--- src/rtl/lsu_pkg.sv ---
`default_nettype none
// ============================================================================
// lsu_pkg : shared state encoding, func3 and fault-cause constants for the LSU
// Revision: 1.0
// ============================================================================
package lsu_pkg;

  typedef enum logic [1:0] {
    ST_IDLE   = 2'd0,
    ST_ACCESS = 2'd1,
    ST_WAIT   = 2'd2,
    ST_RESP   = 2'd3
  } lsu_state_e;

  localparam logic [2:0] F3_LB  = 3'd0;
  localparam logic [2:0] F3_LH  = 3'd1;
  localparam logic [2:0] F3_LW  = 3'd2;
  localparam logic [2:0] F3_LBU = 3'd4;
  localparam logic [2:0] F3_LHU = 3'd5;
  localparam logic [2:0] F3_SB  = 3'd0;
  localparam logic [2:0] F3_SH  = 3'd1;
  localparam logic [2:0] F3_SW  = 3'd2;

  localparam logic [3:0] CAUSE_NONE         = 4'd0;
  localparam logic [3:0] CAUSE_ILLEGAL      = 4'd2;
  localparam logic [3:0] CAUSE_LD_MISALIGN  = 4'd4;
  localparam logic [3:0] CAUSE_LD_ACCESS    = 4'd5;
  localparam logic [3:0] CAUSE_ST_MISALIGN  = 4'd6;
  localparam logic [3:0] CAUSE_ST_ACCESS    = 4'd7;

endpackage
`default_nettype wire

--- src/rtl/lsu_check.sv ---
`default_nettype none
// ============================================================================
// lsu_check : combinational legality check (illegal > misaligned > range)
// Revision: 1.0
// ============================================================================
module lsu_check
  import lsu_pkg::*;
#(
  parameter int MEM_SIZE = 4096
) (
  input  logic        write_i,
  input  logic [2:0]  func3_i,
  input  logic [31:0] addr_i,
  output logic        fault_o,
  output logic [3:0]  cause_o
);

  localparam logic [31:0] MEM_LIMIT = 32'(MEM_SIZE);

  logic illegal;
  logic misaligned;
  logic out_of_range;

  always_comb begin
    if (write_i) begin
      illegal = !(func3_i inside {F3_SB, F3_SH, F3_SW});
    end else begin
      illegal = !(func3_i inside {F3_LB, F3_LH, F3_LW, F3_LBU, F3_LHU});
    end
    misaligned   = ((func3_i == F3_LH || func3_i == F3_LHU) && addr_i[0]) ||
                   ((func3_i == F3_LW) && (addr_i[1:0] != 2'b00));
    out_of_range = (addr_i >= MEM_LIMIT);

    fault_o = 1'b1;
    if (illegal) begin
      cause_o = CAUSE_ILLEGAL;
    end else if (misaligned) begin
      cause_o = write_i ? CAUSE_ST_MISALIGN : CAUSE_LD_MISALIGN;
    end else if (out_of_range) begin
      cause_o = write_i ? CAUSE_ST_ACCESS : CAUSE_LD_ACCESS;
    end else begin
      cause_o = CAUSE_NONE;
      fault_o = 1'b0;
    end
  end

endmodule
`default_nettype wire

--- src/rtl/load_store_unit.sv ---
`default_nettype none
// ============================================================================
// load_store_unit : request/response front-end driving a synchronous Memory
// Revision: 1.0
// ============================================================================
module load_store_unit
  import lsu_pkg::*;
#(
  parameter int MEM_SIZE = 4096
) (
  input  logic        clock,
  input  logic        reset,
  input  logic        req_valid,
  output logic        req_ready,
  input  logic        req_write,
  input  logic [2:0]  req_func3,
  input  logic [31:0] req_addr,
  input  logic [31:0] req_wdata,
  output logic        resp_valid,
  input  logic        resp_ready,
  output logic [31:0] resp_rdata,
  output logic        resp_fault,
  output logic [3:0]  resp_cause,
  output logic [31:0] mem_address,
  output logic [2:0]  mem_func3,
  output logic        mem_write_en,
  output logic [31:0] mem_data_in,
  input  logic [31:0] mem_data_out
);

  lsu_state_e  state_q, state_d;
  logic [31:0] addr_q, addr_d;
  logic [31:0] wdata_q, wdata_d;
  logic [31:0] rdata_q, rdata_d;
  logic [2:0]  func3_q, func3_d;
  logic        write_q, write_d;
  logic        fault_q, fault_d;
  logic [3:0]  cause_q, cause_d;
  logic        we_q, we_d;

  logic        chk_fault;
  logic [3:0]  chk_cause;

  lsu_check #(.MEM_SIZE(MEM_SIZE)) u_check (
    .write_i (req_write),
    .func3_i (req_func3),
    .addr_i  (req_addr),
    .fault_o (chk_fault),
    .cause_o (chk_cause)
  );

  always_comb begin
    state_d = state_q;
    addr_d  = addr_q;
    wdata_d = wdata_q;
    rdata_d = rdata_q;
    func3_d = func3_q;
    write_d = write_q;
    fault_d = fault_q;
    cause_d = cause_q;
    we_d    = 1'b0;
    case (state_q)
      ST_IDLE: begin
        if (req_valid) begin
          addr_d  = req_addr;
          func3_d = req_func3;
          write_d = req_write;
          wdata_d = req_wdata;
          rdata_d = '0;
          fault_d = chk_fault;
          cause_d = chk_cause;
          if (chk_fault) begin
            state_d = ST_RESP;
          end else begin
            state_d = ST_ACCESS;
            we_d    = req_write;
          end
        end
      end
      ST_ACCESS: state_d = ST_WAIT;
      ST_WAIT: begin
        state_d = ST_RESP;
        // Memory's registered read data is valid for the whole WAIT cycle.
        if (!write_q) rdata_d = mem_data_out;
      end
      ST_RESP: begin
        if (resp_ready) begin
          state_d = ST_IDLE;
          rdata_d = '0;
          fault_d = 1'b0;
          cause_d = CAUSE_NONE;
        end
      end
      default: state_d = ST_IDLE;
    endcase
  end

  always_ff @(posedge clock or posedge reset) begin
    if (reset) begin
      state_q <= ST_IDLE;
      addr_q  <= '0;
      wdata_q <= '0;
      rdata_q <= '0;
      func3_q <= F3_LW;
      write_q <= 1'b0;
      fault_q <= 1'b0;
      cause_q <= CAUSE_NONE;
      we_q    <= 1'b0;
    end else begin
      state_q <= state_d;
      addr_q  <= addr_d;
      wdata_q <= wdata_d;
      rdata_q <= rdata_d;
      func3_q <= func3_d;
      write_q <= write_d;
      fault_q <= fault_d;
      cause_q <= cause_d;
      we_q    <= we_d;
    end
  end

  assign req_ready    = (state_q == ST_IDLE);
  assign resp_valid   = (state_q == ST_RESP);
  assign resp_rdata   = rdata_q;
  assign resp_fault   = fault_q;
  assign resp_cause   = cause_q;
  assign mem_address  = addr_q;
  assign mem_func3    = func3_q;
  assign mem_write_en = we_q;
  assign mem_data_in  = wdata_q;

endmodule
`default_nettype wire
--- config.mk ---
export PLATFORM = sky130hd
export DESIGN_NAME = load_store_unit
export DESIGN_NICKNAME = d
export VERILOG_FILES = /design/src/rtl/lsu_pkg.sv /design/src/rtl/lsu_check.sv /design/src/rtl/load_store_unit.sv
export SDC_FILE = /design/constraint.sdc
export NUM_CORES = 1
export LEC_CHECK = 0
export CAP_MARGIN = 20
export CORE_UTILIZATION = 41
export DETAILED_ROUTE_END_ITERATION = 6
export PLACE_DENSITY = 0.81
export REMOVE_ABC_BUFFERS = 1
export SKIP_CTS_REPAIR_TIMING = 1
export SLEW_MARGIN = 20
export SYNTH_ARGS = -nofsm -noshare
export SYNTH_HDL_FRONTEND = slang
export SYNTH_SLANG_ARGS = --single-unit
--- constraint.sdc ---
create_clock -name clock -period 3.4 [get_ports clock]
set_input_delay 0.34 -clock clock [delete_from_list [all_inputs] [get_ports clock]]
set_output_delay 0.34 -clock clock [all_outputs]
set_load 0.03 [all_outputs]
Word-level counts from Yosys, hierarchy flattened
Cells that the tools add are included.
Operators by class
  $lt $le $gt $ge: 1
  equal/unequal tests: 10
  multiplexer cells: 26
  reductions and logical operators: 17
Operator list (count)
  32-bit two-way mux: 3
  32-bit one-hot mux with 3 select lines: 1
  32-bit by 13-bit greater-or-equal comparator with 1-bit output (second input constant): 1
  4-bit two-way mux: 5
  2-bit two-way mux: 5
  1-bit two-way mux: 9
  2-bit one-hot mux with 4 select lines: 1
  4-bit one-hot mux with 2 select lines: 1
  3-bit == test (second input constant): 2
  3-bit nonzero test: 2
  5-bit nonzero test: 1
  2-bit == test (second input constant): 2
  2-bit inequality test (second input constant): 2
  2-bit AND reduction: 2
  4-bit AND reduction: 1
  2-bit nonzero test: 2
  3-bit by 1-bit == test with 1-bit output (second input constant): 1
  3-bit by 2-bit == test with 1-bit output (second input constant): 1
  3-bit logical NOT: 1
  3-bit AND reduction: 1
  2-bit by 1-bit == test with 1-bit output (second input constant): 1
  1-bit logical AND: 2
  1-bit logical NOT: 2
  2-bit logical NOT: 1
  other kinds (3): 4
Word-level totals
  register bits: 108
  bits of input ports: 104
  output and inout bits: 107
  logic and storage cells: 63

Logic depth before layout (Yosys ltp)
Gate-level depths: netlist of the first run.
  depth after elaboration: 9
  mapped depth: 7
  gate-level depth less buffers: 6

By module
From an unflattened synthesis of the first run, not the netlist that was laid out.
Unflattened totals
  cells, all modules: 363
  area total of the unflattened synthesis: 4551.9 um^2
By module, submodules not included
  load_store_unit: times used 1, cells each 340, area an instance 4391.7 um^2, sequential area each 2703.8 um^2
  lsu_check: times used 1, cells each 23, area an instance 160.2 um^2, sequential area each 0.0 um^2

Least setup slack after synthesis of the first run
OpenSTA, ideal clock, no wires.
  path kind: register to register
  start point: register state_q[0]
  end point: register addr_q[31] (netlist: mem_address[31])
  arrival time: 1.671 ns
  required time: 3.272 ns
  path slack: 1.602 ns
  cell stages (with the launch flop): 7
  path buffers: 2
  period minus slack after synthesis: 1.798 ns
  cell sequence: dfrtp_1 > inv_1 > ha_1 > nand2_2 > buf_2 > buf_6 > mux2_1
Between the ends
  word-level cells in the longest chain between the ends: 2
Ends and longest elaborated chain
  from (decl): RTL line load_store_unit.sv:31  | lsu_state_e state_q, state_d;
  from (signal assigned): RTL line load_store_unit.sv:110  | state_q <= state_d;
  2-bit logical NOT
  via req_ready: RTL line load_store_unit.sv:14  | output logic req_ready,
  2-bit AND reduction (no source line)
  to (signal assigned): RTL line load_store_unit.sv:111  | addr_q <= addr_d;
  to (decl): RTL line load_store_unit.sv:32  | logic [31:0] addr_q, addr_d;
The timed path passes the listed nets, and every way through them passes these cells.
A chain may end at the register's enable or synchronous reset.

Final worst setup path of the first run
  start point: register state_q[0]
  end point: register rdata_q[6] (netlist: resp_rdata[6])
Between the ends
  word-level cells in the longest chain between the ends: 3
Ends and longest elaborated chain
  2-bit == test / 2-bit logical NOT (equally long branches): RTL line load_store_unit.sv:62  | case (state_q)
  2-bit inequality test (no source line) (tied with other cells)
  4-bit AND reduction (no source line)
  to (signal assigned): RTL line load_store_unit.sv:113  | rdata_q <= rdata_d;
  to (decl): RTL line load_store_unit.sv:34  | logic [31:0] rdata_q, rdata_d;
Parallel ways exist; a longest one is shown, timed or not.

==> results of run 1 <==
-- flip-flops by register name (all words and copies together) (netlist names) --
| register | cells |
|---|---|
| mem_address | 32 |
| mem_data_in | 32 |
| resp_rdata | 32 |
| mem_func3 | 3 |
| resp_cause | 3 |
| state_q | 2 |
| mem_write_en | 1 |
| resp_fault | 1 |
| write_q | 1 |
-- per-stage QoR --
step	area (um^2)	setup WS [ns]	hold WS, ns	std cells
after floorplan	4310	0.244	0.464	319
after global placement	6630	1.24	0.477	668
after detailed placement	6630	1.12	0.480	668
after CTS	6880	1.05	0.400	684
after global routing	6880	0.910	0.441	684
final	6880	1.11	0.395	684
-- power by group --
group	total [mW]	switching (mW)	internal, mW
sequential	2.14	0.298	1.84
clock	0.914	0.406	0.508
combinational	3.83	2.08	1.75
-- worst max-delay path: stages (launching register included) --
cell,delay (ns)
dfrtp_1,0.41
inv_1,0.09
ha_1,0.15
buf_4,0.32
mux2i_1,0.28
nand2_2,0.57
mux2i_1,0.36
-- logic make-up after synthesis --
kind of cell             Yosys count  synth area share (%)
AO/OA/AOI/OAI                     14                  2.30
AND/OR/NAND/NOR                   56                  5.86
flip-flops                       107                  60.9
adder cells (fa/ha/maj)            3                 0.853
multiplexers                     101                  24.9
other                              1                0.0852
buffers and inverters             52                  5.14
-- cells in the mapped netlist --
| library cell | n |
|---|---|
| dfrtp_1 | 106 |
| mux2_2 | 58 |
| inv_1 | 37 |
| nand2_1 | 35 |
| mux2i_1 | 33 |
| mux2_1 | 10 |
| buf_2 | 7 |
| nor2_1 | 6 |
| nor4_1 | 6 |
| buf_4 | 4 |
| o21ai_0 | 4 |
| o2bb2ai_1 | 4 |
| clkbuf_1 | 3 |
| ha_1 | 3 |
| a21oi_1 | 2 |
| nand2_2 | 2 |
| nor2b_1 | 2 |
| a21oi_2 | 1 |
| a22o_1 | 1 |
| a41oi_1 | 1 |
| and3b_1 | 1 |
| and4_1 | 1 |
| buf_6 | 1 |
| conb_1 | 1 |
| dfstp_2 | 1 |
| nand3_1 | 1 |
| nor3b_2 | 1 |
| o32a_1 | 1 |
| or3_1 | 1 |
-- worst paths after layout --
check	startpoint	endpoint	slack (ns)	cells past startpoint
min in group clock	mem_data_in[15]	mem_data_in[15]	0.50	1
worst min-delay path	reset	resp_rdata[10]	0.40	2
worst max register to register	state_q[0]	resp_rdata[6]	1.11	6
worst min register to register	mem_data_in[15]	mem_data_in[15]	0.50	1
worst max-delay path	state_q[0]	resp_rdata[6]	1.11	6
max in group asynchronous	reset	mem_data_in[25]	2.23	3
-- layer usage --
metal / share of wire, % / up-vias
li1: - / 1523
met1: 41 / 1624
met2: 47 / 152
met3: 11 / 9
met4: 1.0 / 0
met5: 0 / -
-- final cells by class --
cell class              instances  area, um^2  area share, %
well taps                     136         170           2.47
inverters                      37         141           2.06
multi-input cells             175        1500           21.8
repair buffers                213        2150           31.2
flip-flops and latches        107        2680           39.0
clock inverters                 5         100           1.46
clock buffers                  11         141           2.06
==> reports/results.ini, run 1 <==
[global_route]
overflow=0
antenna_found_initial=0
grt_pass1_vias=3591
grt_max_degree=64
grt_util_met2_pct=34.0
use_met1_pct=25.8
grt_pass1_wl_um=18200
top_usage_layer=met2
grtUsageTotal_pct=20.9
grt_use_met3_pct=8.04

[timing]
rsz0062_at_grt=false
finalSetupTns_ns=0
fin_skew_ns=0.00590
clock.fmax_ghz=0.437
post-route-min-period_ns=2.29
worstMarginPinSlew_ns=0.965
final-hold-violation-count=0
slew_headroom_pct=35.5
setup_viol=0
finalCritPeriodShare_pct=67.3
drv_slew=0

[pwr]
power.total_mw=6.88
p_per_area_mw_per_mm2=1000
cellLeakagePower_nw=3.01
peakVddDrop_uv=573

[place]
dp_hpwl_um=8350
gp_congestion=0.800
portBuffers=209

[run]
cap_violations=0

[die]
coreArea_mm2=0.0104
die_h_um=106
die_area_mm2=0.0112
fp-row-count=37
fp.dieW_um=106
initial_utilization_pct=42.4
ios=211

[drt]
drc_errors=0
via_per_inst=4.84
drt-initial-drc-count=110
vias=3308
ant_nets=0
wl_um=11200
wl_per_cell_um=16.4
first_pass_iters=4

[cells_and_area]
synthToLayoutAreaGrowth_pct=56.2
insertedDiodeCount=0
mostFrequentLayoutCell=clkdlybuf4s50_1
fillerInstances=814
final_util_pct=66.3
post_route_cells_drive_above_1_share_pct=15.1
final_cell_mix=clkdlybuf4s50_1, dfrtp_1, mux2_2
layout.nets=650

[logic_synthesis]
yosysSeqAreaShare_pct=60.9
netlist_area_mm2=0.00440
ys_warn_count=0
ys_seq_elements=107
synth_area_leader_cell=dfrtp_1
ys_types=29
synth_top_area_share_pct=60.3
synth_cells=334
synth.area.top_cells=dfrtp_1, mux2_2, mux2i_1, inv_1, nand2_1
syn_avg_cell_area_um2=13.2

[worst_setup_path]
crit_type=reg2reg
critPathRequiredTime_ns=3.66
critical_path_arrival_ns=2.54
worstPathMaxFanout=34
crit_path_start_kind=flop
end_kind=flop

[cts]
root_buffer=clkbuf_8
cts.sinks=107
clockBufferDepth=2
clock_latency_ns=0.35
cts_buffers=9
clkTransAtPathRegs_ns=0.10
htree_num_levels=3
cts_tree=done

[hold_path]
hp-class=in2async

[run_status]
status=complete, no violations

Power figures use the tool's default switching activity.
==> inputs of run 2 (changes only) <==
==> constraint.sdc (replaced) <==
create_clock -name clock -period 2.15 [get_ports clock]
set_input_delay 0.215 -clock clock [delete_from_list [all_inputs] [get_ports clock]]
set_output_delay 0.215 -clock clock [all_outputs]
set_load 0.03 [all_outputs]
==> run 2 against run 1 <==
Compared with the run above:
- worst setup slack worse by 0.88 ns
- routed wire length is 1.4% lower
- first-iteration DRC count is 20% higher
- sequential cell count stayed put
- design area is 0.36% lower
- clock-buffer cell count stayed put
- cell count is 0.44% higher
- clock power is 23% higher
- non-clock buffer count is 3 higher
- clock skew is 0.0074 ns higher
- sequential share of layout area is 0.14 points higher
- critical endpoint is now resp_valid
- highest routed layer unchanged
==> reports/results.ini, run 2 (same netlist as run 1, synthesis figures left out) <==
[run_status]
status=complete, no violations  ; unchanged

[die]
die_area_mm2=0.0112  ; unchanged
fp-row-count=37  ; unchanged
fp.dieW_um=106  ; unchanged
coreArea_mm2=0.0104  ; unchanged
ios=211  ; unchanged
die_h_um=106  ; unchanged
initial_utilization_pct=42.4  ; unchanged

[pwr]
p_comb_share_pct=57.4  ; was 55.7%
switching_power_mw=4.42  ; was 2.78 mW
p_seq_share_pct=31.9  ; was 31.1%
switching_share_pct=41.9  ; was 40.4%
p_per_area_mw_per_mm2=1540  ; was 1000 mW/mm^2
clockPowerShare_pct=10.6  ; was 13.3%
cell_internal_pwr_mw=6.13  ; was 4.10 mW
cellLeakagePower_nw=3.01  ; about the same
peakVddDrop_uv=907  ; was 573 uV
power.total_mw=10.6  ; was 6.88 mW

[timing]
rsz0062_at_grt=false  ; unchanged
fin_skew_ns=0.0133  ; was 0.00590 ns
setup_viol=0  ; unchanged
drv_slew=0  ; unchanged
slew_headroom_pct=65.8  ; was 35.5%
post-route-min-period_ns=1.92
final-hold-violation-count=0  ; unchanged
worstMarginPinSlew_ns=0.508  ; was 0.965 ns
finalCritPeriodShare_pct=89.2
clock.fmax_ghz=0.522
finalSetupTns_ns=0  ; unchanged

[drt]
drc_errors=0  ; unchanged
via_per_inst=4.75  ; was 4.84
wl_per_cell_um=16.1  ; was 16.4 um
first_pass_iters=4  ; unchanged
ant_nets=0  ; unchanged
wl_um=11000  ; was 11200 um
drt-initial-drc-count=132  ; was 110
vias=3260  ; was 3308

[worst_setup_path]
critPathRequiredTime_ns=1.93  ; was 3.66 ns
crit_type=reg2out  ; was reg2reg
end_kind=primary output  ; was flop
critical_path_arrival_ns=1.70  ; was 2.54 ns
crit_path_start_kind=flop  ; unchanged
worstPathMaxFanout=4  ; was 34

[cells_and_area]
layout.nets=653  ; was 650
final_util_pct=66.1  ; was 66.3%
mostFrequentLayoutCell=clkdlybuf4s50_1  ; unchanged
insertedDiodeCount=0  ; unchanged
fillerInstances=774  ; was 814
synthToLayoutAreaGrowth_pct=55.6  ; was 56.2%
post_route_cells_drive_above_1_share_pct=15.6  ; was 15.1%
final_cell_mix=clkdlybuf4s50_1, dfrtp_1, mux2_2  ; unchanged

[cts]
root_buffer=clkbuf_8  ; unchanged
cts_tree=done  ; unchanged
clockBufferDepth=2  ; unchanged
cts_buffers=9  ; unchanged
clkTransAtPathRegs_ns=0.10  ; about the same
cts.sinks=107  ; unchanged
htree_num_levels=3  ; unchanged
clock_latency_ns=0.35  ; about the same

[place]
gp_congestion=0.831  ; was 0.800
portBuffers=209  ; unchanged
dp_hpwl_um=8340  ; was 8350 um

[global_route]
grtUsageTotal_pct=20.3  ; was 20.9%
overflow=0  ; unchanged
grt_pass1_vias=3489  ; was 3591
antenna_found_initial=0  ; unchanged
grt_max_degree=58  ; was 64
grt_pass1_wl_um=17500  ; was 18200 um

[run]
cap_violations=0  ; unchanged

[hold_path]
hp-class=in2async  ; unchanged

## run 2: layer usage
layer	share of wire [%]	routed length, um	GRT usage (%)	up-vias
met5	0	0	0	-
met4	0.75	83	5.65	0
met3	11	1200	8.04	9
met2	47	5200	32.6	146
met1	41	4560	25.3	1567
li1	-	-	-	1538
## run 2: worst paths after layout
check | startpoint | endpoint | slack [ns] | cells past startpoint
min in group clock | mem_data_out[4] | resp_rdata[4] | 0.41 | 3
max in group asynchronous | reset | mem_func3[1] | 1.36 | 3
worst min register to register | resp_cause[1] | resp_cause[1] | 0.51 | 1
worst max-delay path | state_q[1] | resp_valid | 0.23 | 2
worst max register to register | state_q[1] | resp_rdata[7] | 0.28 | 6
worst min-delay path | reset | resp_rdata[10] | 0.18 | 2
## run 2: final cells by class
class                   instances  area (um^2)  area share (%)
flip-flops and latches        107         2680            39.1
repair buffers                216         2180            31.9
multi-input cells             175         1500            21.8
well taps                     136          170            2.48
clock buffers                  11          141            2.06
inverters                      37          141            2.06
clock inverters                 5         37.5           0.548
## run 2: power by group through the flow
stage | combinational, mW | clock [mW] | sequential [mW]
6_report | 6.06 | 1.12 | 3.37
5_1_grt | 6.39 | 1.25 | 3.48
4_1_cts | 6.13 | 1.17 | 3.38
3_5_place_dp | 6.11 | 0 | 3.41
3_3_place_gp | 6.00 | 0 | 3.35
2_1_floorplan | 1.96 | 0 | 5.05
## run 2: worst max-delay path: stages, from the launching register on
cell and delay (ns):
dfrtp_1 0.42, ha_1 0.23, clkdlybuf4s50_1 0.71
## run 2: metrics by stage
stage	hold WS, ns	instance area [um^2]	worst slack, ns	instances
2_1_floorplan	0.347	4310	-0.881	319
3_3_place_gp	0.475	6670	0.275	671
3_5_place_dp	0.477	6670	0.309	671
4_1_cts	0.175	6850	0.0174	687
5_1_grt	0.187	6850	0.157	687
6_report	0.181	6850	0.232	687
